$ cat src/rtl/card_if.sv
// card_if: request/result bundle between the game-control FSM, the card dealer
// and the display/score logic.
//   userSelect   [1:0] hand requesting a card (0 idle, 1 player 1, 2 player 2, 3 dealer)
//   card         [3:0] dealt card value 1..10, 0 when no card is presented
//   cardsUpdated       one-cycle pulse in the cycle a hand total changes
//   p1_high/p1_low, p2_high/p2_low, d_high/d_low [5:0]
//                      hand totals with ace counted as 11 (high) or as 1 (low)
// master: the requesting side (game control / bench); slave: the dealer.
interface card_if;
  logic [1:0] userSelect;
  logic [3:0] card;
  logic       cardsUpdated;
  logic [5:0] p1_high;
  logic [5:0] p1_low;
  logic [5:0] p2_high;
  logic [5:0] p2_low;
  logic [5:0] d_high;
  logic [5:0] d_low;

  modport master (
    output userSelect,
    input  card, cardsUpdated, p1_high, p1_low, p2_high, p2_low, d_high, d_low
  );

  modport slave (
    input  userSelect,
    output card, cardsUpdated, p1_high, p1_low, p2_high, p2_low, d_high, d_low
  );
endinterface

$ cat src/rtl/card_system.sv
// card_system: blackjack card dealer. A puller deals one card per request,
// without replacement, from a 52-slot deck; a hand manager accumulates the
// card into the requesting hand's high (ace = 11) and low (ace = 1) totals.
// Ports:
//   clk    system clock, all state changes on the rising edge
//   reset  synchronous active-high reset
//   bus    card_if.slave: userSelect in; card, cardsUpdated and the six totals out
module card_system #(
  parameter logic [7:0] LFSR_SEED = 8'hA5
) (
  input  logic  clk,
  input  logic  reset,
  card_if.slave bus
);

  localparam logic [5:0] LAST_SLOT = 6'd51;

  typedef enum logic [1:0] {
    IDLE         = 2'd0,
    SEARCH       = 2'd1,
    WAIT_RELEASE = 2'd2
  } pullState_t;

  pullState_t  state_r;
  pullState_t  nextState_s;
  logic [7:0]  lfsr_r;
  logic [5:0]  scanPtr_r;
  logic [5:0]  nextPtr_s;
  logic [5:0]  missCnt_r;
  logic [5:0]  nextMiss_s;
  logic [51:0] dealt_r;
  logic        dealNow_s;
  logic [3:0]  card_r;
  logic        cardsUpdated_r;
  logic [5:0]  p1High_r;
  logic [5:0]  p1Low_r;
  logic [5:0]  p2High_r;
  logic [5:0]  p2Low_r;
  logic [5:0]  dHigh_r;
  logic [5:0]  dLow_r;
  logic [5:0]  selHigh_s;
  logic [5:0]  selLow_s;
  logic [5:0]  newHigh_s;
  logic [5:0]  newLow_s;
  logic        handChange_s;

  // Slots 0..35 hold four each of 1..9; slots 36..51 are the sixteen tens.
  function automatic logic [3:0] slotValue(input logic [5:0] idx);
    if (idx >= 6'd36) begin
      return 4'd10;
    end else begin
      return idx[5:2] + 4'd1;
    end
  endfunction

  // Three conditional subtractions reduce any 8-bit value into 0..51.
  function automatic logic [5:0] mod52(input logic [7:0] v);
    logic [7:0] r;
    r = v;
    r = (r >= 8'd208) ? (r - 8'd208) : r;
    r = (r >= 8'd104) ? (r - 8'd104) : r;
    r = (r >= 8'd52)  ? (r - 8'd52)  : r;
    return r[5:0];
  endfunction

  // Fibonacci LFSR, taps x^8+x^6+x^5+x^4+1 (maximal length, never reaches zero).
  function automatic logic [7:0] lfsrStep(input logic [7:0] s);
    return {s[6:0], s[7] ^ s[5] ^ s[4] ^ s[3]};
  endfunction

  // High total: ace counts 11; a total already above 21 is frozen.
  function automatic logic [5:0] addHigh(input logic [5:0] h, input logic [3:0] c);
    if (h > 6'd21) begin
      return h;
    end else if (c == 4'd1) begin
      return h + 6'd11;
    end else begin
      return h + {2'b00, c};
    end
  endfunction

  // Low total: only starts counting once an ace has been seen (first ace -> 1).
  function automatic logic [5:0] addLow(input logic [5:0] l, input logic [3:0] c);
    if (l > 6'd21) begin
      return l;
    end else if (c == 4'd1) begin
      return l + 6'd1;
    end else if (l == 6'd0) begin
      return l;
    end else begin
      return l + {2'b00, c};
    end
  endfunction

  // Puller next-state: start a scan at a random slot, walk until an undealt slot or a full lap.
  always_comb begin
    nextState_s = state_r;
    nextPtr_s   = scanPtr_r;
    nextMiss_s  = missCnt_r;
    dealNow_s   = 1'b0;
    case (state_r)
      IDLE: begin
        if (bus.userSelect != 2'd0) begin
          nextState_s = SEARCH;
          nextPtr_s   = mod52(lfsr_r);
          nextMiss_s  = 6'd0;
        end else begin
          nextState_s = IDLE;
        end
      end
      SEARCH: begin
        if (bus.userSelect == 2'd0) begin
          nextState_s = IDLE;
        end else if (!dealt_r[scanPtr_r]) begin
          dealNow_s   = 1'b1;
          nextState_s = WAIT_RELEASE;
        end else if (missCnt_r == LAST_SLOT) begin
          // Every slot visited without a hit: the deck is empty.
          nextState_s = WAIT_RELEASE;
        end else begin
          nextMiss_s = missCnt_r + 6'd1;
          nextPtr_s  = (scanPtr_r == LAST_SLOT) ? 6'd0 : (scanPtr_r + 6'd1);
        end
      end
      WAIT_RELEASE: begin
        if (bus.userSelect == 2'd0) begin
          nextState_s = IDLE;
        end else begin
          nextState_s = WAIT_RELEASE;
        end
      end
      default: begin
        nextState_s = IDLE;
      end
    endcase
  end

  // Puller state, LFSR, deck bookkeeping and the registered card pulse.
  always_ff @(posedge clk) begin
    if (reset) begin
      state_r   <= IDLE;
      lfsr_r    <= LFSR_SEED;
      scanPtr_r <= 6'd0;
      missCnt_r <= 6'd0;
      dealt_r   <= 52'd0;
      card_r    <= 4'd0;
    end else begin
      state_r   <= nextState_s;
      lfsr_r    <= lfsrStep(lfsr_r);
      scanPtr_r <= nextPtr_s;
      missCnt_r <= nextMiss_s;
      dealt_r   <= dealt_r | (dealNow_s ? (52'd1 << scanPtr_r) : 52'd0);
      card_r    <= dealNow_s ? slotValue(scanPtr_r) : 4'd0;
    end
  end

  // Manager: pick the requesting hand and compute its updated totals.
  always_comb begin
    selHigh_s = 6'd0;
    selLow_s  = 6'd0;
    case (bus.userSelect)
      2'd1: begin
        selHigh_s = p1High_r;
        selLow_s  = p1Low_r;
      end
      2'd2: begin
        selHigh_s = p2High_r;
        selLow_s  = p2Low_r;
      end
      2'd3: begin
        selHigh_s = dHigh_r;
        selLow_s  = dLow_r;
      end
      default: begin
        selHigh_s = 6'd0;
        selLow_s  = 6'd0;
      end
    endcase
    newHigh_s = addHigh(selHigh_s, card_r);
    newLow_s  = addLow(selLow_s, card_r);
    if ((card_r != 4'd0) && (bus.userSelect != 2'd0)) begin
      handChange_s = (newHigh_s != selHigh_s) || (newLow_s != selLow_s);
    end else begin
      handChange_s = 1'b0;
    end
  end

  // Manager: hand total registers and the change pulse.
  always_ff @(posedge clk) begin
    if (reset) begin
      cardsUpdated_r <= 1'b0;
      p1High_r       <= 6'd0;
      p1Low_r        <= 6'd0;
      p2High_r       <= 6'd0;
      p2Low_r        <= 6'd0;
      dHigh_r        <= 6'd0;
      dLow_r         <= 6'd0;
    end else begin
      cardsUpdated_r <= handChange_s;
      if (card_r != 4'd0) begin
        case (bus.userSelect)
          2'd1: begin
            p1High_r <= newHigh_s;
            p1Low_r  <= newLow_s;
          end
          2'd2: begin
            p2High_r <= newHigh_s;
            p2Low_r  <= newLow_s;
          end
          2'd3: begin
            dHigh_r <= newHigh_s;
            dLow_r  <= newLow_s;
          end
          default: begin
          end
        endcase
      end
    end
  end

  assign bus.card         = card_r;
  assign bus.cardsUpdated = cardsUpdated_r;
  assign bus.p1_high      = p1High_r;
  assign bus.p1_low       = p1Low_r;
  assign bus.p2_high      = p2High_r;
  assign bus.p2_low       = p2Low_r;
  assign bus.d_high       = dHigh_r;
  assign bus.d_low        = dLow_r;

endmodule

$ cat src/flat_wrapper.sv
// flat-port wrapper written by rule: the top's interface ports become plain ports
module card_system_flat 
#(
  parameter logic [7:0] LFSR_SEED = 8'hA5
)
  (clk, reset, bus_userSelect, bus_card, bus_cardsUpdated, bus_p1_high, bus_p1_low, bus_p2_high, bus_p2_low, bus_d_high, bus_d_low);
  card_if bus_i ();
  input  logic clk;
  input  logic reset;
  input wire logic [$bits(bus_i.userSelect)-1:0] bus_userSelect;
  output wire logic [$bits(bus_i.card)-1:0] bus_card;
  output wire logic [$bits(bus_i.cardsUpdated)-1:0] bus_cardsUpdated;
  output wire logic [$bits(bus_i.p1_high)-1:0] bus_p1_high;
  output wire logic [$bits(bus_i.p1_low)-1:0] bus_p1_low;
  output wire logic [$bits(bus_i.p2_high)-1:0] bus_p2_high;
  output wire logic [$bits(bus_i.p2_low)-1:0] bus_p2_low;
  output wire logic [$bits(bus_i.d_high)-1:0] bus_d_high;
  output wire logic [$bits(bus_i.d_low)-1:0] bus_d_low;
  assign bus_i.userSelect = bus_userSelect;
  assign bus_card = bus_i.card;
  assign bus_cardsUpdated = bus_i.cardsUpdated;
  assign bus_p1_high = bus_i.p1_high;
  assign bus_p1_low = bus_i.p1_low;
  assign bus_p2_high = bus_i.p2_high;
  assign bus_p2_low = bus_i.p2_low;
  assign bus_d_high = bus_i.d_high;
  assign bus_d_low = bus_i.d_low;
  card_system #(.LFSR_SEED(LFSR_SEED)) u_core (.clk(clk), .reset(reset), .bus(bus_i));
endmodule
$ cat config.mk
export PLATFORM = sky130hd
export DESIGN_NAME = card_system_flat
export DESIGN_NICKNAME = d
export VERILOG_FILES = /design/src/rtl/card_if.sv /design/src/rtl/card_system.sv /design/src/flat_wrapper.sv
export SDC_FILE = /design/constraint.sdc
export NUM_CORES = 1
export LEC_CHECK = 0
export ABC_AREA = 1
export BUFFER_PORTS_ARGS = -buffer_cell sky130_fd_sc_hd__buf_2
export CORE_MARGIN = 2
export CORE_UTILIZATION = 25
export DETAILED_ROUTE_END_ITERATION = 6
export SLEW_MARGIN = 20
export SYNTH_ARGS = -nofsm -noshare
export SYNTH_HDL_FRONTEND = slang
export SYNTH_SLANG_ARGS = --single-unit
$ cat constraint.sdc
create_clock -name clk -period 2.7 [get_ports clk]
set_input_delay 0.27 -clock clk [delete_from_list [all_inputs] [get_ports clk]]
set_output_delay 0.27 -clock clk [all_outputs]
set_load 0.1 [all_outputs]
After elaboration in Yosys (flattened, before gate mapping) --
Cells that the tools add are included.
Storage, ports and cells: register bits after elaboration 115, bits of input ports 4
Operators by class: add/sub/neg operators 10, order comparisons 7, eq/ne operators 15, shifts and indexed selects 1, multiplexer cells 34, bitwise operators 6, reduce and logical (&&, ||, !) cells 15
Operators with widths (count):
- two-way mux 6 bit | 15
- two-way mux 52 bit | 1
- OR 52 bit | 1
- << shifter 1 x 6 -> 52 bit (first input constant) | 1
- one-hot mux 6 bit (3 select lines) | 2
- one-hot mux 6 bit (2 select lines) | 2
- adder 6 x 1 -> 6 bit (second input constant) | 3
- two-way mux 8 bit | 2
- adder 6 x 4 -> 6 bit | 2
- == test 6 bit (second input constant) | 2
- greater-than comparator 6 x 5 -> 1 bit (second input constant) | 2
- != test 6 bit | 2
- >= comparator 8 x 6 -> 1 bit (second input constant) | 1
- >= comparator 8 x 7 -> 1 bit (second input constant) | 1
- >= comparator 8 bit (second input constant) | 1
- two-way mux 2 bit | 4
- subtractor 8 x 7 -> 8 bit (second input constant) | 1
- subtractor 8 bit (second input constant) | 1
- less-than comparator 6 x 7 -> 1 bit (second input constant) | 1
- adder 6 x 4 -> 6 bit (second input constant) | 1
- binary-select mux 1 bit (select 6 bit) | 1
- == test 2 bit (second input constant) | 3
- >= comparator 6 bit (second input constant) | 1
- zero test 6 bit | 1
- other kinds (21) | 36

Logic depth before layout (Yosys ltp) --
Gate-level depths: netlist of run 1.
depth after elaboration 8, depth in mapped cells 22

Least setup slack after synthesis of run 1 --
OpenSTA, ideal clock, no wires.
path kind reg-to-reg, start point register u_core.p2Low_r[0] (netlist: u_core.bus.p2_low[0]), end point register u_core.cardsUpdated_r (netlist: u_core.bus.cardsUpdated), setup time 0.111 ns, arrival time 3.081 ns, path slack -0.493 ns, cell stages (with the launch flop) 17, clock period less this slack 3.193 ns, cell sequence dfxtp_1 > inv_1 > o21ai_0 > a21oi_2 > inv_1 > ha_1 > inv_1 > fa_1 > o21ai_0 > xor2_1 > nand3_1 > nand4_1 > nand4_1 > nor2_1 > nand2_1 > nor2_1 > nor2_1
On the way: cells in the longest elaborated chain, start to end 7
RTL lines:
- start: declaration | RTL line card_system.sv:38 | logic [5:0] p2Low_r;
- start signal: assignment | RTL line card_system.sv:208 | p2Low_r <= newLow_s;
- one-hot mux 6 bit (3 select lines) * | RTL line card_system.sv:161 | case (bus.userSelect)
- adder 6 x 4 -> 6 bit / zero test 6 bit (equally long branches) | RTL line card_system.sv:91, card_system.sv:88
- two-way mux 6 bit | RTL line card_system.sv:88 | end else if (l == 6'd0) begin
- two-way mux 6 bit | RTL line card_system.sv:86 | end else if (c == 4'd1) begin
- two-way mux 6 bit | RTL line card_system.sv:84 | if (l > 6'd21) begin
- != test 6 bit * | RTL line card_system.sv:182 | handChange_s = (newHigh_s != selHigh_s) || (newLow_s != selLow_s);
- logical OR 1 bit * | RTL line card_system.sv:182
- end signal: assignment | RTL line card_system.sv:199 | cardsUpdated_r <= handChange_s;
- end: declaration | RTL line card_system.sv:34 | logic cardsUpdated_r;
Mark *: on every way between the ends. The rest lies on a longest branch, timed or not. A chain may end at the register's enable or synchronous reset.

Final worst setup path of run 1 --
start point register u_core.p2Low_r[0] (netlist: u_core.bus.p2_low[0]), end point register u_core.p1Low_r[4] (netlist: u_core.bus.p1_low[4])
On the way: cells in the longest elaborated chain, start to end 5
RTL lines:
- one-hot mux 6 bit (3 select lines) * | RTL line card_system.sv:161
- adder 6 x 4 -> 6 bit / zero test 6 bit (equally long branches) | RTL line card_system.sv:91, card_system.sv:88
- two-way mux 6 bit | RTL line card_system.sv:88
- two-way mux 6 bit | RTL line card_system.sv:86
- two-way mux 6 bit * | RTL line card_system.sv:84
- end signal: assignment | RTL line card_system.sv:204 | p1Low_r <= newLow_s;
- end: declaration | RTL line card_system.sv:36 | logic [5:0] p1Low_r;
Marked as above.

==> impl_metrics.yaml, run 1 <==
global_routing:
  track_usage_pct: 13.8
  antenna_found_initial: 0
  overflow: 0
  grt_max_degree: 51
  grt_pass1_vias: 6383
  grt_pass1_wl_um: 32100
power_and_ir_drop:
  vdd_drop_max_mv: 0.541
  leakagePower_nw: 3.70
  finalPower_mw: 7.34
  p_per_area_mw_per_mm2: 896
cells_and_area:
  final_cell_area_mm2: 0.00819
  n_fill_cell: 2951
  diodes: 0
  finalNonFillerCells: 1458
  fin_util_pct: 30.5
  nets: 1138
  syn_to_final_growth_pct: 20.1
  drive_gt1_share_pct: 15.5
worst_setup_path:
  rr_endpoint: "u_core.bus.p1_low[4]"
  path_cells: "inv_1 -> o21ai_0 -> a21oi_2 -> inv_1 -> ha_1 -> inv_1 -> fa_1 -> o21ai_0 -> xor2_1 -> nand3_1 -> nand3_1 -> o21ai_0 -> a21oi_1"
  endpoint_kind: "flip-flop"
  cp_top_family: "compound AO/OA/AOI/OAI gates"
  regToRegStartpoint: "u_core.bus.p2_low[0]"
  crit_arrival_ns: 2.84
  rrSetupSlack_ns: 0.21
  r2r_cells: 13
  path_class: "flip-flop to flip-flop"
  worstPathRequired_ns: 3.04
  crit_path_top_delay_cell: "fa_1"
  crit_path_max_fanout: 3
  max_stage_delay_ns: 0.39
  critical_path_buf_inv_count: 3
  critPathLaunchType: "flip-flop"
detailed_routing:
  routed_via_density: 4.64
  ant_nets: 0
  routed-via-count: 6759
  first_pass_iters: 5
  post_drt_wl_per_cell_um: 13.0
  route.detailed.drc: 0
  wirelength_um: 18900
  drt_iter0_drc: 459
sta:
  hold_viol: 0
  fmax_ghz: 0.401
  rsz0062_at_grt: "yes"
  worst_slew_pin_slew_ns: 1.11
  setup_viol: 0
  max-slew-margin-rel_pct: 25.7
  min_period_ns: 2.49
  fin_crit_sh_pct: 92.3
  finalClockSkew_ns: 0.0124
  drv_slew: 0
yosys:
  synth_xor_area_share_pct: 2.18
  synth-warning-count: 0
  netlist_area_mm2: 0.00682
  synthesis.nets: 1083
  netlist-cell-type-count: 42
  synthSimpleGateAreaFrac_pct: 29.4
  async_reset_ff_share_pct: 0
  synth-seq-cells: 115
  ys_seq_area_share_pct: 33.7
  synth.avg_cell_area_um2: 6.50
  synth_compound_area_share_pct: 17.4
  synth_ff_type: "dfxtp_1"
  synth_top_family_by_area: "simple AND/OR/NAND/NOR gates"
  synthCells: 1049
  synth-edff-count: 0
  synthMuxAreaShare_pct: 0
  synthAdderAreaFrac_pct: 5.72
job:
  cap_violations: 0
worst_hold_path:
  hp-start: "reset"
  hold_class: "input pin to flip-flop"
  hold-path-endpoint: "u_core.dealt_r[19]"
  min_path_cells: 2
clocking:
  numCtsBuffers: 17
  cts.sink_count: 115
  cts_tree: "yes"
  ctsLongestPathBuffers: 2
  cts_root_buf: "clkbuf_16"
  ctsHoldBuffers: 0
  path_clk_slew_ns: 0.06
  htree_levels: 4
  worstSkewPairLatency_ns: 0.43
  post_cts_buffers: 0
placement:
  io_buffers: 44
  dpl.hpwl_um: 13800
  place.gp.congestion: 0.880
  place_area_mm2: 0.00757
  dp.cells: 1426
floorplan:
  core_mm2: 0.0269
  start_util_pct: 25.4
  rows: 60
  fp.dieW_um: 169
  die_area_mm2: 0.0286
  io_pins: 45
  die_height_um: 169
outcome:
  outcome: "finished clean"
## through the flow
step	setup TNS [ns]	worst slack [ns]	hold WS [ns]
finish	0	0.208	0.336
global route	-0.0192	-0.0192	0.356
CTS	0	0.0274	0.338
detailed placement	0	0.0369	0.438
global placement	0	0.0963	0.433
floorplan	0	0.00665	0.414
## cells by family after synthesis
kind of cell,after synthesis
simple gates,472
compound gates,221
buf+inv,194
flops,115
fa+ha+maj,30
xor+xnor,17
## power by group
part / total (mW) / switching [mW] / internal [mW]
Combinational: 3.10 / 2.23 / 0.868
Sequential: 2.04 / 0.176 / 1.87
Clock: 2.20 / 0.847 / 1.35
## cell usage after synthesis, types with 3 or more instances
library cell | count | area share [%]
nand3b_1 | 3 | 0.33
buf_2 | 8 | 0.59
nand2_2 | 7 | 0.64
nand4_1 | 7 | 0.64
o21ai_2 | 3 | 0.39
nand3_1 | 95 | 7.0
clkbuf_1 | 30 | 1.7
ha_1 | 28 | 5.1
clkinv_1 | 4 | 0.22
nor3_1 | 4 | 0.29
o21ai_1 | 12 | 0.88
inv_2 | 7 | 0.39
nand3_2 | 3 | 0.44
o211ai_1 | 4 | 0.44
dfxtp_1 | 115 | 34
nor2_1 | 148 | 8.1
nor2_2 | 3 | 0.28
o21ai_0 | 81 | 5.9
o22ai_1 | 4 | 0.37
buf_4 | 8 | 0.88
a21oi_1 | 104 | 7.6
inv_1 | 133 | 7.3
nand2_1 | 196 | 11
xnor2_1 | 7 | 0.90
xor2_1 | 10 | 1.3
## layout make-up
cell class	instances	area [µm²]	area share [%]
well taps	341	427	5.21
flip-flops and latches	115	2320	28.4
clock buffers	19	433	5.29
repair buffers	85	544	6.65
inverters	145	547	6.68
multi-input cells	740	3780	46.1
clock inverters	13	138	1.68
## worst reg2reg max path: stages (launching register included)
cell and delay, ns:
dfxtp_4 0.34, inv_1 0.06, o21ai_0 0.22, a21oi_2 0.06, inv_1 0.07, ha_1 0.16
inv_1 0.05, fa_1 0.39, o21ai_0 0.23, xor2_1 0.17, nand3_1 0.11, nand3_1 0.12
o21ai_0 0.22, a21oi_1 0.21
## cells in the final DEF (no fill, tap or decap), types with 3 or more instances in the layout
cell,instances
o21ai_2,3
clkinv_2,3
inv_1,132
dfxtp_1,102
o21ai_0,81
clkinv_1,4
nor2_2,4
buf_2,44
ha_1,28
xnor2_1,7
nand3b_1,3
nor3_1,4
clkinvlp_4,6
clkbuf_16,17
nand3_1,92
o211ai_1,4
o21ai_1,11
nand4_1,7
inv_2,8
dfxtp_2,11
nand2_2,11
o22ai_1,4
buf_4,39
nand2_1,192
nor2_1,147
nand3_2,6
a21oi_1,103
xor2_1,10
## flip-flops by register name, indices dropped and copies added (netlist names)
signal	cells
u_core.bus.card	4
u_core.bus.p1_high	6
u_core.bus.p2_low	6
u_core.bus.p1_low	6
u_core.bus.p2_high	6
u_core.dealt_r	52
u_core.missCnt_r	6
u_core.bus.d_high	6
u_core.scanPtr_r	6
u_core.state_r	2
u_core.bus.cardsUpdated	1
u_core.bus.d_low	6
u_core.lfsr_r	8
## repair_timing
| action | 4_1_cts | 5_1_grt |
|---|---|---|
| hold endpoints to repair | 0 | 0 |
| setup endpoints to repair | 0 | 43 |
| gates resized for setup | 0 | 16 |
## routing by layer
metal | GRT usage, % | routed length [µm] | part of all wire [%]
met1 | 18.2 | 9050 | 48
met4 | 4.05 | 261 | 1.4
met2 | 22.6 | 8690 | 46
met3 | 3.06 | 894 | 4.7
met5 | 0 | 0 | 0
## worst max path at each step
stage | from | cells after the start | to
finish | u_core.bus.p2_low[0] | 13 | u_core.bus.p1_low[4]
global route | u_core.lfsr_r[4] | 18 | u_core.scanPtr_r[5]
CTS | u_core.lfsr_r[5] | 18 | u_core.scanPtr_r[5]
detailed placement | u_core.lfsr_r[5] | 18 | u_core.scanPtr_r[5]
global placement | bus_userSelect[0] | 19 | u_core.bus.cardsUpdated
floorplan | u_core.bus.d_low[2] | 15 | u_core.bus.cardsUpdated
No activity file was read; power rests on OpenSTA's default activity.
==> run 2, diff against run 1 <==
--- a/config.mk
+++ b/config.mk
@@ -10,6 +10,7 @@
 export CORE_MARGIN = 2
 export CORE_UTILIZATION = 25
 export DETAILED_ROUTE_END_ITERATION = 6
+export PLACE_DENSITY = 0.49
 export SLEW_MARGIN = 20
 export SYNTH_ARGS = -nofsm -noshare
 export SYNTH_HDL_FRONTEND = slang
==> run 2 against run 1 <==
Compared with the run above:
- maximum frequency is essentially flat
- sequential cell count is the same
- largest power group unchanged
- final area grew 1.1%
- combinational power grew 3%
- sequential share of layout area shrank 0.30 points
- worst hold slack lost 0.15 ns
- register-to-register slack is essentially flat
- non-clock buffer count grew 10
- critical endpoint is now u_core.scanPtr_r[5]
- critical path depth grew 7
- global-route usage grew 1.0 points
- worst setup slack lost 0.00094 ns
==> impl_metrics.yaml, run 2 (same netlist as run 1, synthesis figures left out) <==
floorplan:
  die_area_mm2: 0.0286
  die_height_um: 169
  core_mm2: 0.0269
  start_util_pct: 25.4
  fp.dieW_um: 169
  rows: 60
  io_pins: 45
sta:
  min_period_ns: 2.49
  max-slew-margin-rel_pct: 33.2
  worst_slew_pin_slew_ns: 0.996
  finalClockSkew_ns: 0.0140
  setup_viol: 0
  fmax_ghz: 0.401
  drv_slew: 0
  fin_setup_tns_ns: 0
  rsz0062_at_grt: "yes"
  fin_crit_sh_pct: 92.3
  hold_viol: 0
power_and_ir_drop:
  power.net_switching_mw: 3.40
  seqPwrFrac_pct: 27.4
  cell_internal_pwr_mw: 3.95
  clockPowerShare_pct: 29.4
  vdd_drop_max_mv: 0.420
  p_per_area_mw_per_mm2: 887
  p_sw_share_pct: 46.2
  pwr-share-comb_pct: 43.2
  leakagePower_nw: 3.75
worst_hold_path:
  hold_class: "input pin to flip-flop"
  hold-path-endpoint: "u_core.dealt_r[46]"
  hp-start: "reset"
  min_path_cells: 2
detailed_routing:
  ant_nets: 0
  drt_iter0_drc: 460
  post_drt_wl_per_cell_um: 14.2
  routed_via_density: 4.62
  first_pass_iters: 5
  route.detailed.drc: 0
  routed-via-count: 6784
  wirelength_um: 20800
placement:
  place.gp.congestion: 0.894
  io_buffers: 44
  dp.cells: 1433
  dpl.hpwl_um: 15000
worst_setup_path:
  r2r_cells: 20
  crit_arrival_ns: 2.85
  cp.depth: 20
  cp_top_family: "simple AND/OR/NAND/NOR gates"
  path_cells: "inv_1 -> ha_1 -> or2_4 -> nand2_2 -> nand2_1 -> nand2_2 -> nor2_1 -> nand2_1 -> nand2_1 -> nand2_1 -> and2_4 -> ha_1 -> nand2_1 -> nand2_1 -> nand3_2 -> o21ai_4 -> nand2_1 -> nand2_1 -> nand3_2 -> a21oi_2"
  max_stage_delay_ns: 0.37
  crit_path_top_delay_cell: "dfxtp_4"
  path_class: "flip-flop to flip-flop"
  cp_common_cell: "nand2_1"
  rrSetupSlack_ns: 0.21
  endpoint_kind: "flip-flop"
  worstPathRequired_ns: 3.06
  rr_endpoint: "u_core.scanPtr_r[5]"
  critPathLaunchType: "flip-flop"
  crit_path_max_fanout: 5
  regToRegStartpoint: "u_core.lfsr_r[4]"
  critical_path_buf_inv_count: 1
clocking:
  htree_levels: 4
  cts.sink_count: 115
  path_clk_slew_ns: 0.06
  ctsHoldBuffers: 0
  cts_tree: "yes"
  numCtsBuffers: 17
  worstSkewPairLatency_ns: 0.43
  cts_root_buf: "clkbuf_16"
  ctsLongestPathBuffers: 2
cells_and_area:
  reg_top3: "u_core.dealt_r (52), u_core.lfsr_r (8)"
  seq_area_mm2: 0.00232
  nets: 1148
  finalNonFillerCells: 1468
  drive_gt1_share_pct: 16.4
  largest_reg_flops: 52
  diodes: 0
  mostFrequentLayoutCells: "194 x nand2_1, 148 x nor2_1, 131 x inv_1, 103 x a21oi_1, 103 x dfxtp_1"
  multi_input_area_mm2: 0.00380
  n_fill_cell: 2967
  syn_to_final_growth_pct: 21.4
  regMostFlops: "u_core.dealt_r"
  final_common_cell: "nand2_1"
global_routing:
  antenna_found_initial: 0
  grt_pass1_wl_um: 33900
  grt_pass1_vias: 6368
  overflow: 0
  grt_max_degree: 70
  track_usage_pct: 14.8
job:
  cap_violations: 0
outcome:
  outcome: "finished clean"
-- run 2: cell count changes in the layout (fill, tap and decap cells not counted), moves of 2 or more --
cell / change
nand2_1: +2
inv_6: +6
bufinv_16: -2
ha_1: -2
dfxtp_2: -2
buf_4: +10
clkbuf_1: -2
nand2_2: -2
clkinv_2: -3
-- run 2: timing repair --
item	CTS	global route
resized for setup	0	19
buffers inserted	0	3
setup endpoints to repair	0	7
-- run 2: worst register-to-register path: cells and delay by family (launching register included) --
kind | cells | cell delay [ns]
fa+ha+maj | 2 | 0.31
buf+inv | 1 | 0.05
simple gates | 15 | 1.34
flops | 1 | 0.37
compound gates | 2 | 0.34
-- run 2: metal layers --
| layer | part of all wire [%] | vias up | track usage, % |
|---|---|---|---|
| met1 | 48 | 3132 | 19.4 |
| met4 | 2.0 | 0 | 5.35 |
| met3 | 3.4 | 26 | 2.50 |
| li1 | - | 3502 | - |
| met5 | 0 | - | 0 |
| met2 | 47 | 124 | 24.7 |
-- run 2: through the flow --
stage          worst slack (ns)  power [mW]  util [%]  hold WS, ns  cell area (µm²)
5_1_grt                 -0.0283        7.85      30.8        0.195             8280
3_3_place_gp             0.0931        5.22      28.4        0.433             7630
6_report                  0.207        7.35      30.8        0.182             8280
3_5_place_dp             0.0355        5.21      28.4        0.437             7630
4_1_cts                  0.0381        7.40      30.5        0.176             8190
2_1_floorplan           0.00665        4.35         -        0.414             6840
-- run 2: worst max path at each step --
stage	from	endpoint
2_1_floorplan	u_core.bus.d_low[2]	u_core.bus.cardsUpdated
3_3_place_gp	bus_userSelect[0]	u_core.bus.p2_low[4]
3_5_place_dp	bus_userSelect[0]	u_core.bus.p2_low[4]
4_1_cts	u_core.lfsr_r[4]	u_core.scanPtr_r[5]
5_1_grt	u_core.lfsr_r[5]	u_core.scanPtr_r[5]
6_report	u_core.lfsr_r[4]	u_core.scanPtr_r[5]
-- run 2: power by group through the flow --
stage	clock network [mW]	registers (mW)	logic, mW
3_3_place_gp	0	2.06	3.17
5_1_grt	2.29	2.04	3.52
6_report	2.16	2.02	3.18
3_5_place_dp	0	2.05	3.16
4_1_cts	2.21	2.02	3.17
2_1_floorplan	0	2.56	1.79
-- run 2: cell type report --
class                   instances  area share [%]
clock inverters                14            1.44
repair buffers                 95            7.58
well taps                     341            5.15
inverters                     145            6.60
flip-flops and latches        115            28.1
multi-input cells             740            45.9
clock buffers                  18            5.30
